$ cat src/rtl/count_capture_pkg.sv
// Shared widths and the capture-entry layout for the count capture unit.
package count_capture_pkg;

  localparam int COUNT_W = 6;
  localparam int WRAP_W  = 4;
  localparam int CAP_W   = WRAP_W + COUNT_W;

  typedef struct packed {
    logic [WRAP_W-1:0]  wrap_epoch;
    logic [COUNT_W-1:0] count;
  } cap_entry_t;

endpackage

$ cat src/rtl/count_capture_unit_fifo.sv
// Synchronous first-word-fall-through FIFO; head entry is visible whenever non-empty.
module capture_fifo #(
  parameter  int WIDTH = 10,
  parameter  int DEPTH = 4,
  localparam int PTR_W = $clog2(DEPTH),
  localparam int LVL_W = PTR_W + 1
) (
  input  logic             clock,
  input  logic             reset,
  input  logic             push,
  input  logic [WIDTH-1:0] push_data,
  input  logic             pop,
  output logic [WIDTH-1:0] head_data,
  output logic             full,
  output logic             empty,
  output logic [LVL_W-1:0] level
);

  logic [WIDTH-1:0] mem_q [DEPTH];
  logic [WIDTH-1:0] mem_d [DEPTH];
  logic [PTR_W-1:0] wr_ptr_q, wr_ptr_d;
  logic [PTR_W-1:0] rd_ptr_q, rd_ptr_d;
  logic [LVL_W-1:0] level_q, level_d;
  logic             pop_en;
  logic             wr_en;

  assign empty     = (level_q == '0);
  assign full      = (level_q == LVL_W'(DEPTH));
  assign level     = level_q;
  assign head_data = empty ? '0 : mem_q[rd_ptr_q];

  // A pop in the same cycle frees the slot, so a full FIFO still accepts the push.
  always_comb begin
    pop_en   = pop & ~empty;
    wr_en    = push & (~full | pop_en);
    wr_ptr_d = wr_ptr_q + PTR_W'(wr_en);
    rd_ptr_d = rd_ptr_q + PTR_W'(pop_en);
    level_d  = level_q + LVL_W'(wr_en) - LVL_W'(pop_en);
    mem_d    = mem_q;
    if (wr_en) begin
      mem_d[wr_ptr_q] = push_data;
    end
  end

  always_ff @(posedge clock or posedge reset) begin
    if (reset) begin
      wr_ptr_q <= '0;
      rd_ptr_q <= '0;
      level_q  <= '0;
    end else begin
      wr_ptr_q <= wr_ptr_d;
      rd_ptr_q <= rd_ptr_d;
      level_q  <= level_d;
    end
  end

  always_ff @(posedge clock) begin
    mem_q <= mem_d;
  end

endmodule

$ cat src/rtl/count_capture_unit.sv
// Timestamps event rising edges with {wrap epoch, count}, flags compare hits and counter wraps.
module count_capture_unit
  import count_capture_pkg::*;
#(
  parameter int COUNT_W    = count_capture_pkg::COUNT_W,
  parameter int WRAP_W     = count_capture_pkg::WRAP_W,
  parameter int FIFO_DEPTH = 4
) (
  input  logic                          clock,
  input  logic                          reset,
  input  logic [COUNT_W-1:0]            count_in,
  input  logic                          event_in,
  input  logic                          cmp_en,
  input  logic [COUNT_W-1:0]            cmp_value,
  input  logic                          cap_ready,
  input  logic                          clear_ovf,
  output logic                          cap_valid,
  output logic [WRAP_W+COUNT_W-1:0]     cap_data,
  output logic [$clog2(FIFO_DEPTH):0]   fifo_level,
  output logic                          cmp_match,
  output logic                          wrap_pulse,
  output logic                          overflow
);

  localparam int ENTRY_W = WRAP_W + COUNT_W;

  logic               primed_q, primed_d;
  logic [COUNT_W-1:0] prev_count_q, prev_count_d;
  logic               prev_event_q, prev_event_d;
  logic [WRAP_W-1:0]  wrap_epoch_q, wrap_epoch_d;
  logic               wrap_pulse_q, wrap_pulse_d;
  logic               cmp_match_q, cmp_match_d;
  logic               overflow_q, overflow_d;

  logic               wrap_now;
  logic               hit;
  logic               ev_edge;
  logic               fifo_pop;
  logic               fifo_full;
  logic               fifo_empty;
  logic               drop;
  logic [ENTRY_W-1:0] push_data;

  // Any backwards step (63->0 rollover or a counter reset) advances the epoch.
  always_comb begin
    wrap_now     = primed_q & (count_in < prev_count_q);
    hit          = cmp_en & (count_in == cmp_value) &
                   (~primed_q | (count_in != prev_count_q));
    ev_edge      = event_in & ~prev_event_q;
    fifo_pop     = ~fifo_empty & cap_ready;
    drop         = ev_edge & fifo_full & ~fifo_pop;

    primed_d     = 1'b1;
    prev_count_d = count_in;
    prev_event_d = event_in;
    wrap_epoch_d = wrap_epoch_q + WRAP_W'(wrap_now);
    wrap_pulse_d = wrap_now;
    cmp_match_d  = hit;
    overflow_d   = drop | (overflow_q & ~clear_ovf);
    push_data    = {wrap_epoch_d, count_in};
  end

  always_ff @(posedge clock or posedge reset) begin
    if (reset) begin
      primed_q     <= 1'b0;
      prev_count_q <= '0;
      prev_event_q <= 1'b0;
      wrap_epoch_q <= '0;
      wrap_pulse_q <= 1'b0;
      cmp_match_q  <= 1'b0;
      overflow_q   <= 1'b0;
    end else begin
      primed_q     <= primed_d;
      prev_count_q <= prev_count_d;
      prev_event_q <= prev_event_d;
      wrap_epoch_q <= wrap_epoch_d;
      wrap_pulse_q <= wrap_pulse_d;
      cmp_match_q  <= cmp_match_d;
      overflow_q   <= overflow_d;
    end
  end

  capture_fifo #(
    .WIDTH (ENTRY_W),
    .DEPTH (FIFO_DEPTH)
  ) u_fifo (
    .clock     (clock),
    .reset     (reset),
    .push      (ev_edge),
    .push_data (push_data),
    .pop       (fifo_pop),
    .head_data (cap_data),
    .full      (fifo_full),
    .empty     (fifo_empty),
    .level     (fifo_level)
  );

  assign cap_valid  = ~fifo_empty;
  assign cmp_match  = cmp_match_q;
  assign wrap_pulse = wrap_pulse_q;
  assign overflow   = overflow_q;

endmodule

$ cat config.mk
export PLATFORM = sky130hd
export DESIGN_NAME = count_capture_unit
export DESIGN_NICKNAME = d
export VERILOG_FILES = /design/src/rtl/count_capture_pkg.sv /design/src/rtl/count_capture_unit_fifo.sv /design/src/rtl/count_capture_unit.sv
export SDC_FILE = /design/constraint.sdc
export NUM_CORES = 1
export LEC_CHECK = 0
export BUFFER_PORTS_ARGS = -buffer_cell sky130_fd_sc_hd__buf_2
export CORE_UTILIZATION = 51
export DETAILED_ROUTE_END_ITERATION = 8
export PLACE_DENSITY = 0.83
export SYNTH_ARGS = -nofsm -noshare
export SYNTH_HDL_FRONTEND = slang
export SYNTH_SLANG_ARGS = --single-unit
export TNS_END_PERCENT = 10
$ cat constraint.sdc
create_clock -name clock -period 2.18 [get_ports clock]
set_clock_uncertainty 0.1 [all_clocks]
set_input_delay 0.436 -clock clock [delete_from_list [all_inputs] [get_ports clock]]
set_output_delay 0.436 -clock clock [all_outputs]
set_load 0.02 [all_outputs]
=== After elaboration in Yosys (flattened, before gate mapping) ===
Index checks and enable logic that the tools add are counted.

* Input port bits: 18
* Register bits: 62
* Word-level logic and storage cells: 56
* Output and inout port bits: 17

* Equality and inequality tests: 3
* Bitwise logic cells: 21
* Magnitude comparators: 4
* Add/sub/neg operators: 5
* Multiplexer cells: 7
* Reductions and logical operators: 2

{| class="wikitable"
|+ Operators by type and width
! kind !! count
|-
| $bwmux W40 || 1
|-
| $mux W10 || 4
|-
| $bmux W10 S2 || 1
|-
| $demux W10 S2 || 1
|-
| $and A1 B1 Y1 || 10
|-
| $eq A6 B6 Y1 || 1
|-
| $ge A3 B3 Y1 const B || 2
|-
| $lt A6 B6 Y1 || 1
|-
| $ne A6 B6 Y1 || 1
|-
| $not A1 Y1 || 6
|-
| $not A2 Y3 || 2
|-
| $add A2 B1 Y2 || 2
|-
| $add A4 B1 Y4 || 1
|-
| $add A3 B1 Y3 || 1
|-
| $eq A3 B3 Y1 const B || 1
|-
| $logic_not A3 Y1 || 1
|-
| $lt A3 B1 Y1 const B || 1
|-
| $or A1 B1 Y1 || 3
|-
| $sub A3 B1 Y3 || 1
|-
| $logic_and A1 B1 Y1 || 1
|}

=== Logic depth before layout (Yosys ltp) ===
Gate-level depths: netlist of the first run.

* Depth in word-level cells: 8
* Depth in mapped cells: 9
* Depth with buffers taken out: 9

=== Cells and area by module ===
Synthesis of the first run repeated with hierarchy kept, for this count alone.

* Cells, all modules: 154
* Area total of the unflattened synthesis: 2,633.8 um^2

{| class="wikitable"
|+ By module, submodules not included
! module !! area each (um^2) !! seq. area each (um^2) !! cells an instance !! instances
|-
| capture_fifo || 1,949.4 || 1,376.3 || 95 || 1
|-
| count_capture_unit || 684.4 || 375.4 || 59 || 1
|}

=== Worst setup path before layout of the first run ===
OpenSTA, ideal clock, no wires.

* Path kind: flip-flop to flip-flop
* Start: register u_fifo.level_q[2] (netlist: u_fifo.level[2])
* End: register u_fifo.mem_q[30] (netlist name), enable pin
* Required time: 1.688 ns
* Stages on the path, launching flop included: 4
* Period minus slack after synthesis: 2.275 ns
* Data arrival time: 1.783 ns
* Library setup time: 0.392 ns
* Buffers on the path: 0
* Slack: -0.095 ns
* Cell sequence: dfrtp_1 or4b_4 nor3b_4 nor3b_1

* Longest elaborated chain between the ends: 6
* Elaborated cells between the ends (all ways): 8
* Those cells by class: 1 x eq/ne; 6 x bitwise; 1 x reduce/logical

{| class="wikitable"
|+ RTL lines
! what !! RTL line !! source
|-
| start: declaration || count_capture_unit_fifo.sv:23 || <nowiki>logic [LVL_W-1:0] level_q, level_d;</nowiki>
|-
| start signal: assignment || count_capture_unit_fifo.sv:53 || <nowiki>level_q <= level_d;</nowiki>
|-
| $logic_not A3 Y1 || count_capture_unit_fifo.sv:27 || <nowiki>assign empty = (level_q == '0);</nowiki>
|-
| $not A1 Y1 || count_capture_unit_fifo.sv:34, count_capture_unit.sv:50 ||
|-
| $and A1 B1 Y1 || count_capture_unit.sv:50 || <nowiki>fifo_pop = ~fifo_empty & cap_ready;</nowiki>
|-
| $and A1 B1 Y1 || count_capture_unit_fifo.sv:34 || <nowiki>pop_en = pop & ~empty;</nowiki>
|-
| $or A1 B1 Y1 * || count_capture_unit_fifo.sv:35 || <nowiki>wr_en = push & (~full | pop_en);</nowiki>
|-
| $and A1 B1 Y1 * || count_capture_unit_fifo.sv:35 ||
|-
| end signal: assignment || count_capture_unit_fifo.sv:58 || <nowiki>mem_q <= mem_d;</nowiki>
|-
| end: declaration || count_capture_unit_fifo.sv:19 || <nowiki>logic [WIDTH-1:0] mem_q [DEPTH];</nowiki>
|}

Mark *: on every way between the ends. The rest lies on a longest branch, timed or not.
A chain may end at the register's enable or synchronous reset.

=== Final worst setup path of the first run ===
* Start: register u_fifo.rd_ptr_q[0]
* End: output port cap_data[1]

* Longest elaborated chain between the ends: 5

{| class="wikitable"
|+ RTL lines
! what !! RTL line !! source
|-
| start: declaration || count_capture_unit_fifo.sv:22 || <nowiki>logic [PTR_W-1:0] rd_ptr_q, rd_ptr_d;</nowiki>
|-
| start signal: assignment || count_capture_unit_fifo.sv:52 || <nowiki>rd_ptr_q <= rd_ptr_d;</nowiki>
|-
| $not A2 Y3 (not written as such) || count_capture_unit_fifo.sv:30 || <nowiki>assign head_data = empty ? '0 : mem_q[rd_ptr_q];</nowiki>
|-
| $bmux W10 S2 || count_capture_unit_fifo.sv:30 ||
|-
| $mux W10 (not written as such) (2 in a row) || count_capture_unit_fifo.sv:30 ||
|-
| $mux W10 || count_capture_unit_fifo.sv:30 ||
|-
| end: declaration || count_capture_unit.sv:18 || <nowiki>output logic [WRAP_W+COUNT_W-1:0] cap_data,</nowiki>
|}

No other way between the ends. The select of a mux whose other input is x is not followed.

==> results of run 1 <==
==> worst paths after layout <==
path / to / slack [ns] / depth (start not counted)
max in group asynchronous: u_fifo.rd_ptr_q[1]$_DFF_PP0_ / 1.71 / 3
hold / removal: prev_count_q[1]$_DFF_PP0_ / 0.03 / 3
setup reg to reg: u_fifo.mem_q[8]$_DFFE_PP_ / 0.01 / 10
setup / recovery: cap_data[1] / -0.05 / 4
min in group clock: prev_event_q$_DFF_PP0_ / 0.14 / 1
hold reg to reg: overflow$_DFF_PP0_ / 0.44 / 1
==> Yosys cell counts <==
library cell  number
a21oi_1            2
and3_1             1
and3b_1            1
buf_2              1
buf_4              1
clkbuf_1           1
conb_1             1
dfrtp_1           22
edfxtp_1          40
fa_1               1
ha_1              12
inv_1             15
mux4_2            10
nand2_1            1
nand3_1            3
nand4_1            2
nor2_1             2
nor2b_1           13
nor3_1             2
nor3b_1            1
nor3b_4            1
nor4b_1            1
o21ai_0            1
o32ai_1            1
or4b_4             1
xnor2_1            8
xor2_1             4
==> cell families (layout without fill, tap and decap cells) <==
logic type,after synthesis,after routing
DFF,62,62
muxes,10,10
adders and majority gates,13,13
buffers and inverters,18,78
and+or+nand+nor,29,29
AOI/OAI and AO/OA,4,4
xor gates and xnor gates,12,12
other,1,1
==> layout make-up <==
cell class                 instances  area, um2
sequential                        62       1750
fill                             314       1550
multi-input combinational         69        850
timing repair buffer              47        280
clock buffer                      10        128
tap                               67       83.8
inverter                          15       56.3
clock inverter                     6       52.6
==> what timing repair did <==
action	CTS	global route
endpoints found under the hold margin	0	0
buffers inserted	0	1
gates resized for setup	18	4
pin swaps	5	3
endpoints found under the setup margin	33	35
hold buffers	0	0
==> per-layer routing <==
layer | vias up | part of all wire, % | track usage [%]
li1 | 650 | - | -
met1 | 721 | 40 | 25.5
met2 | 49 | 52 | 35.3
met3 | 16 | 5.1 | 5.39
met4 | 0 | 3.1 | 10.5
met5 | - | 0 | 0
==> stage by stage <==
step | area (um2) | std cells | hold slack [ns]
floorplan | 2550 | 149 | 0.325
global placement | 2890 | 259 | 0.382
detailed placement | 2890 | 259 | 0.388
CTS | 3170 | 275 | 0.0429
global route | 3200 | 276 | 0.0564
finish | 3200 | 276 | 0.0262
==> flip-flops by register name, indices dropped and copies added, names as in the netlist <==
register,flops
cmp_match,1
prev_event_q,1
u_fifo.level,3
primed_q,1
wrap_epoch_q,4
wrap_pulse,1
u_fifo.wr_ptr_q,2
prev_count_q,6
overflow,1
u_fifo.rd_ptr_q,2
u_fifo.mem_q,40
==> critical path, cell delays in order, from the launching register on <==
cell,delay [ns]
dfrtp_1,0.37
buf_12,0.16
mux4_2,0.53
nor2b_1,0.15
buf_2,0.15
==> power groups by stage <==
stage          Combinational [mW]  Clock (mW)  Sequential (mW)
2_1_floorplan               0.858           0             1.68
3_3_place_gp                 1.21           0             1.69
3_5_place_dp                 1.27           0             1.71
4_1_cts                      1.35       0.938             1.72
5_1_grt                      1.48       0.996             1.76
6_report                     1.36       0.942             1.74
==> flow_metrics.tcl, run 1 <==
set metrics [dict create \
    clockPowerShare_pct 23.3 \
    final_util_pct 67.4 \
    clock_sinks 62 \
    tritoncts "built" \
    yosys.area_share.simple_pct 7.62 \
    dr_total_vias 1436 \
    synthToLayoutAreaGrowth_pct 25.8 \
    drtIter0Drc 86 \
    fin_tns_setup_ns -0.140 \
    grt_use_total_pct 21.0 \
    fin_ws_ns -0.0480 \
    via_per_inst 5.20 \
    fin_nets 235 \
    gp_congestion 0.755 \
    arrival_ns 1.69 \
    seq_power_share_pct 43.1 \
    p_comb_share_pct 33.6 \
    layout-drive-gt1-share_pct 41.6 \
    cts.path.max_buffers 2 \
    endpoint_kind "output pin" \
    num_rows 25 \
    antenna_left 0 \
    core_area_mm2 0.00475 \
    p_per_area_mw_per_mm2 1260 \
    slew_violations 0 \
    syn_area_mm2 0.00255 \
    layout_common_cells "edfxtp_1, buf_2, dfrtp_1" \
    final_common_cell "edfxtp_1" \
    ys_seq_elements 62 \
    cp-start-kind "flop" \
    grt_setup_unrepaired "true" \
    leakage_nw 1.30 \
    synth_top_family_by_area "multiplexers" \
    n_antenna_cell 0 \
    p_switching_mw 1.34 \
    synth_nets 180 \
    dp_hpwl_mm 3.02 \
    max-cap-violations 0 \
    synthAdderAreaFrac_pct 6.68 \
    synth.area.top_cells "edfxtp_1, dfrtp_1, mux4_2, ha_1, nor2b_1" \
    finalSetupViolCount 7 \
    tightest_slew_ns 0.590 \
    finalHoldViolCount 0 \
    crit_path_max_fanout 11 \
    start_util_pct 53.6 \
    violations "setup timing" \
    yosysSeqAreaShare_pct 68.8 \
    peakVddDrop_mv 0.720 \
    drc_errors 0 \
    p_int_mw 2.71 \
    cts_buffers 9 \
    period_share_pct 102 \
    rr_startpoint "prev_count_q[1]$_DFF_PP0_" \
    crit_type "flop to output pin" \
    clock.fmax_ghz 0.449 \
    synthMuxAreaShare_pct 8.85 \
    place_worst_setup_slack_ns -0.406 \
    critPathLaunch "u_fifo.rd_ptr_q[0]$_DFF_PP0_" \
    antenna_found_initial 0 \
    portBuffers 34 \
    synth_warnings 0 \
    synthDistinctLibCells 27 \
    grt_max_degree 23 \
    die_w_um 72.7 \
    first_pass_iters 4 \
    clk_latency_ns 0.33 \
    overflow 0 \
    clk_pin_slew_ns 0.07 \
    synth_top_area_share_pct 47.2 \
    htreeDepth 3 \
    yosysTopAreaCell "edfxtp_1" \
    synth_compound_area_share_pct 0.934 \
    grt_pass1_vias 1522 \
    period_needed_ns 2.23 \
    wirelength_mm 4.81 \
    p_sw_share_pct 33.0 \
    status "complete, but fails checks" \
    syn_inst 149 \
    critPathRequiredTime_ns 1.64 \
    fp.dieArea_mm2 0.00528 \
    wl_per_cell_um 17.4 \
    hp-class "primary input to async pin" \
    total_power_mw 4.04 \
    relSlewSlack_pct 60.6 \
    grt_pass1_wl_mm 7.72 \
    die_height_um 72.7 \
    clockRootBuffer "clkbuf_8" \
    num_io_pins 35 \
    synth_xor_area_share_pct 4.13 \
    syn_area_per_cell_um2 17.1 \
]
Power figures use the tool's default switching activity.
==> run 2: changes to the inputs <==
--- a/config.mk
+++ b/config.mk
@@ -6,9 +6,10 @@
 export NUM_CORES = 1
 export LEC_CHECK = 0
 export BUFFER_PORTS_ARGS = -buffer_cell sky130_fd_sc_hd__buf_2
-export CORE_UTILIZATION = 51
+export CORE_UTILIZATION = 53
+export CTS_BUF_LIST = sky130_fd_sc_hd__clkbuf_4
 export DETAILED_ROUTE_END_ITERATION = 8
-export PLACE_DENSITY = 0.83
+export PLACE_DENSITY = 0.85
 export SYNTH_ARGS = -nofsm -noshare
 export SYNTH_HDL_FRONTEND = slang
 export SYNTH_SLANG_ARGS = --single-unit
==> flow_metrics.tcl, run 2 (synthesis gave the netlist of run 1 again) <==
set metrics [dict create \
    cts_buffers 9 \
    seq_area_mm2 0.00176 \
    max-cap-violations 0 \
    die_w_um 71.3 \
    antenna_found_initial 0 \
    relSlewSlack_pct 60.4 \
    start_util_pct 56.9 \
    holdPathEnd "prev_event_q$_DFF_PP0_" \
    met2_usage_pct 33.7 \
    via_per_inst 5.45 \
    fillers 263 \
    core_area_mm2 0.00447 \
    p_comb_share_pct 34.6 \
    fp.dieArea_mm2 0.00509 \
    finalSetupViolCount 22 \
    top_usage_layer "met2" \
    largest_reg_flops 40 \
    layout-drive-gt1-share_pct 42.6 \
    final_cell_area_mm2 0.00318 \
    drtIter0Drc 72 \
    clk_pin_slew_ns 0.09 \
    reg2reg_slack_ns -0.08 \
    wirelength_mm 4.88 \
    wl_per_cell_um 18.7 \
    final_cells 261 \
    dr_total_vias 1423 \
    grt_use_total_pct 20.7 \
    clockPowerShare_pct 21.9 \
    dp_hpwl_mm 2.85 \
    hp-class "primary input to flop" \
    overflow 0 \
    multi_input_area_um2 835 \
    place_area_mm2 0.00286 \
    n_antenna_cell 0 \
    htreeDepth 3 \
    die_height_um 71.3 \
    cts.path.max_buffers 2 \
    clockRootBuffer "clkbuf_4" \
    synthToLayoutAreaGrowth_pct 24.7 \
    slew_violations 0 \
    clock_sinks 62 \
    holdPathStages 1 \
    first_pass_iters 4 \
    rr_startpoint "prev_count_q[1]$_DFF_PP0_" \
    place_worst_setup_slack_ns -0.431 \
    arrival_ns 1.78 \
    finalHoldViolCount 0 \
    placed_cells 242 \
    grt.met1_usage_pct 26.2 \
    regMostFlops "u_fifo.mem_q" \
    portBuffers 34 \
    total_power_mw 4.01 \
    num_rows 24 \
    fin_ws_ns -0.140 \
    cp-start-kind "flop" \
    grt_pass1_wl_mm 7.29 \
    grt_setup_unrepaired "true" \
    regToRegEndpoint "u_fifo.mem_q[29]$_DFFE_PP_" \
    fin_nets 235 \
    period_share_pct 106 \
    status "complete, but fails checks" \
    drc_errors 0 \
    crit_path_max_fanout 6 \
    min_from "event_in" \
    grt_pass1_vias 1417 \
    p_int_mw 2.71 \
    critPathRequiredTime_ns 1.64 \
    violations "setup timing" \
    num_io_pins 35 \
    grt_util_met3_pct 4.92 \
    top_regs "u_fifo.mem_q: 40 flops, prev_count_q: 6 flops, wrap_epoch_q: 4 flops" \
    p_switching_mw 1.30 \
    crit_type "flop to output pin" \
    clk_latency_ns 0.41 \
    tritoncts "built" \
    antenna_left 0 \
    final_common_cell "edfxtp_1" \
    layout_common_cells "edfxtp_1, buf_2, dfrtp_1" \
    period_needed_ns 2.32 \
    tightest_slew_ns 0.594 \
    ff2ff_path_depth 9 \
    critPathLaunch "u_fifo.rd_ptr_q[0]$_DFF_PP0_" \
    fin_tns_setup_ns -1.50 \
    clock.fmax_ghz 0.431 \
    p_per_area_mw_per_mm2 1260 \
    seq_power_share_pct 43.4 \
    peakVddDrop_mv 0.793 \
    p_sw_share_pct 32.4 \
    leakage_nw 1.29 \
    gp_congestion 0.819 \
    grt_max_degree 23 \
    endpoint_kind "output pin" \
]
-- run 2: layer usage --
layer	up-vias	part of all wire, %
li1	655	-
met1	711	40
met2	45	53
met3	12	5.3
met4	0	2.1
met5	-	0
-- run 2: final cells by class --
class / instances / area share (%)
sequential: 62 / 55.3
tap: 52 / 2.05
multi-input combinational: 69 / 26.3
timing repair buffer: 47 / 9.69
clock buffer: 11 / 2.60
clock inverter: 5 / 2.32
inverter: 15 / 1.77
-- run 2: per-stage QoR --
| stage | utilization (%) | hold WS, ns |
|---|---|---|
| after floorplan | - | 0.325 |
| after global placement | 63.9 | 0.378 |
| after detailed placement | 63.9 | 0.392 |
| after CTS | 69.2 | 0.0568 |
| after global routing | 71.0 | 0.0626 |
| final | 71.0 | 0.0623 |
-- run 2: timing repair --
action / CTS / global route
resized for setup: 12 / 12
hold buffers: 1 / 0
gates cloned: 0 / 1
pin swaps: 5 / 7
setup buffers: 1 / 0
endpoints found under the setup margin: 39 / 26
endpoints found under the hold margin: 22 / 0
-- run 2: how the worst max path moves through the flow --
stage	to	slack [ns]	cells after the start
final	cap_data[7]	-0.14	4
after global routing	cap_data[7]	-0.20	4
after CTS	cap_data[7]	-0.11	4
after detailed placement	u_fifo.mem_q[38]$_DFFE_PP_	-0.43	9
after global placement	u_fifo.mem_q[38]$_DFFE_PP_	-0.35	9
after floorplan	u_fifo.mem_q[18]$_DFFE_PP_	-0.09	8
-- run 2: worst max-delay path: stages (launching register included) --
cell     delay [ns]
dfrtp_2        0.41
buf_12         0.14
mux4_2         0.53
nor2b_1        0.15
buf_2          0.15
-- run 2: power by group through the flow --
stage	clock, mW	sequential, mW	combinational, mW
6_report	0.880	1.74	1.39
5_1_grt	0.927	1.77	1.50
4_1_cts	0.881	1.71	1.29
3_5_place_dp	0	1.71	1.22
3_3_place_gp	0	1.69	1.19
2_1_floorplan	0	1.68	0.858
==> run 3: changes to the inputs <==
--- a/config.mk
+++ b/config.mk
@@ -5,11 +5,12 @@
 export SDC_FILE = /design/constraint.sdc
 export NUM_CORES = 1
 export LEC_CHECK = 0
+export ABC_AREA = 1
 export BUFFER_PORTS_ARGS = -buffer_cell sky130_fd_sc_hd__buf_2
-export CORE_UTILIZATION = 53
+export CORE_UTILIZATION = 54
 export CTS_BUF_LIST = sky130_fd_sc_hd__clkbuf_4
 export DETAILED_ROUTE_END_ITERATION = 8
-export PLACE_DENSITY = 0.85
+export PLACE_DENSITY = 0.86
 export SYNTH_ARGS = -nofsm -noshare
 export SYNTH_HDL_FRONTEND = slang
 export SYNTH_SLANG_ARGS = --single-unit
==> flow_metrics.tcl, run 3 <==
set metrics [dict create \
    status "completed" \
    core_area_mm2 0.00475 \
    syn_area_mm2 0.00270 \
    portBuffers 34 \
    yosys.area_share.simple_pct 15.2 \
    cp-start-kind "flop" \
    synthDistinctLibCells 18 \
    top_regs "u_fifo.mem_q: 40 flops, prev_count_q: 6 flops, wrap_epoch_q: 4 flops" \
    reg2reg_slack_ns 0.13 \
    fin_nets 344 \
    layout_common_cells "nand2_1, edfxtp_1, inv_1, nor2_1, buf_4" \
    clock_sinks 62 \
    synth_edf_count 40 \
    gp_congestion 0.774 \
    layout-drive-gt1-share_pct 26.1 \
    synthAdderAreaFrac_pct 6.31 \
    path_buf_inv 3 \
    antenna_left 0 \
    cpMostUsedCell "nand2_1" \
    synth_nets 286 \
    synth_top_area_share_pct 44.5 \
    grt_use_total_pct 22.5 \
    synth_compound_area_share_pct 4.69 \
    fin_ws_ns 0.0383 \
    via_per_inst 4.78 \
    syn_inst 255 \
    critPathTopFamily "buffers and inverters" \
    dr_total_vias 1839 \
    endpoint_kind "output pin" \
    cp_cell_sequence "inv_1, buf_4, nand2_1, nand2_1, nand2_1, a21oi_1, buf_4" \
    synth_xor_area_share_pct 1.95 \
    synth_most_common_cell "nand2_1" \
    critPathSlowestCell "dfrtp_1" \
    grt_max_degree 23 \
    grt_pass1_wl_mm 8.38 \
    overflow 0 \
    synth.area.top_cells "edfxtp_1, dfrtp_1, nand2_1, ha_1, nor2_1" \
    p_comb_share_pct 39.7 \
    clockRootBuffer "clkbuf_4" \
    dp_hpwl_mm 3.36 \
    drc_errors 0 \
    largest_reg_flops 40 \
    cts.path.max_buffers 2 \
    die_w_um 72.7 \
    ys.flop_type "edfxtp_1" \
    finalSetupViolCount 0 \
    final_common_cell "nand2_1" \
    synth_warnings 0 \
    clk_pin_slew_ns 0.09 \
    synthArstFlopShare_pct 35.5 \
    yosysTopAreaCell "edfxtp_1" \
    crit_type "flop to output pin" \
    num_io_pins 35 \
    max-cap-violations 0 \
    period_needed_ns 2.14 \
    fp.dieArea_mm2 0.00528 \
    clk_latency_ns 0.39 \
    arrival_ns 1.61 \
    hp-class "primary input to flop" \
    cts_setup_buffers 0 \
    drtIter0Drc 103 \
    grt_setup_unrepaired "true" \
    p_sw_share_pct 36.4 \
    leakage_nw 1.54 \
    yosysSeqAreaShare_pct 65.0 \
    synth_common_cells "nand2_1, edfxtp_1, nor2_1" \
    first_pass_iters 6 \
    p_per_area_mw_per_mm2 1270 \
    die_height_um 72.7 \
    num_rows 25 \
    n_antenna_cell 0 \
    ys_seq_elements 62 \
    synthToLayoutAreaGrowth_pct 21.3 \
    period_share_pct 98.2 \
    synthMuxAreaShare_pct 0 \
    wirelength_mm 5.00 \
    syn_area_per_cell_um2 10.6 \
    crit_path_max_fanout 10 \
    grt_pass1_vias 1820 \
    total_power_mw 4.15 \
    critPathRequiredTime_ns 1.64 \
    clockPowerShare_pct 20.4 \
    p_switching_mw 1.51 \
    slew_violations 0 \
    final_util_pct 68.8 \
    start_util_pct 56.7 \
    synth_top_family_by_area "simple AND/OR/NAND/NOR gates" \
    peakVddDrop_mv 0.644 \
    cts_buffers 9 \
    htreeDepth 3 \
    cp_slowest_stage_delay_ns 0.42 \
    tritoncts "built" \
    regMostFlops "u_fifo.mem_q" \
    finalHoldViolCount 0 \
    place_worst_setup_slack_ns -0.174 \
    wl_per_cell_um 13.0 \
    antenna_found_initial 0 \
    p_int_mw 2.64 \
    clock.fmax_ghz 0.467 \
    seq_power_share_pct 39.9 \
]
[run 3: cell count changes in the layout (fill, tap and decap cells not counted), moves of 6 or more]
cell	before	now
xnor2_1	7	1
mux4_2	10	0
buf_4	13	27
inv_1	14	33
a21oi_1	1	8
nor2_1	1	33
nor2b_1	12	0
o21ai_1	0	9
nand2_1	1	63
[run 3: timing repair]
action,4_1_cts,5_1_grt
hold buffers,1,0
endpoints found under the setup margin,4,22
pin swaps,0,1
endpoints found under the hold margin,22,0
gates resized for setup,1,17
[run 3: path summary, 6_finish.rpt]
check	to	start	cells after the start
max in group asynchronous	u_fifo.level[1]$_DFF_PP0_	reset	4
worst max register to register	u_fifo.mem_q[8]$_DFFE_PP_	prev_count_q[5]$_DFF_PP0_	10
worst max-delay path	cap_data[7]	u_fifo.rd_ptr_q[0]$_DFF_PP0_	7
worst min-delay path	prev_event_q$_DFF_PP0_	event_in	1
min in group asynchronous	prev_count_q[0]$_DFF_PP0_	reset	4
worst min register to register	u_fifo.rd_ptr_q[1]$_DFF_PP0_	u_fifo.rd_ptr_q[1]$_DFF_PP0_	1
[run 3: area by class of cell]
type	instances	area (um2)
clock buffers	10	75.1
clock inverters	6	77.6
well taps	67	83.8
multi-input cells	152	810
inverters	34	128
fillers	336	1480
repair buffers	54	343
flip-flops and latches	62	1750
[run 3: per-layer routing]
layer	up-vias	GRT usage, %	part of all wire (%)
li1	930	-	-
met1	862	27.3	44
met2	36	35.4	50
met3	11	6.77	4.0
met4	0	13.7	2.1
met5	-	0	0
[run 3: kinds of logic (layout without fill, tap and decap cells)]
| family | count (synthesis) | after routing |
|---|---|---|
| buffers and inverters | 41 | 104 |
| and+or+nand+nor | 107 | 107 |
| xor gates and xnor gates | 6 | 6 |
| AOI/OAI and AO/OA | 25 | 25 |
| adders and majority gates | 13 | 13 |
| DFF | 62 | 62 |
| other | 1 | 1 |
[run 3: power by group through the flow]
stage               Sequential (mW)  Combinational, mW  Clock (mW)
finish                         1.66               1.65       0.849
global route                   1.68               1.82       0.913
CTS                            1.65               1.54       0.860
detailed placement             1.67               1.51           0
global placement               1.66               1.45           0
floorplan                      1.69               1.03           0
[run 3: stage by stage]
step | instance area [um2] | std cells | setup TNS [ns] | hold slack (ns)
floorplan | 2710 | 255 | 0 | 0.325
global placement | 3050 | 368 | -0.0912 | 0.354
detailed placement | 3050 | 368 | -1.14 | 0.368
CTS | 3220 | 385 | 0 | 0.0644
global route | 3270 | 385 | -0.278 | 0.0773
finish | 3270 | 385 | 0 | 0.0823
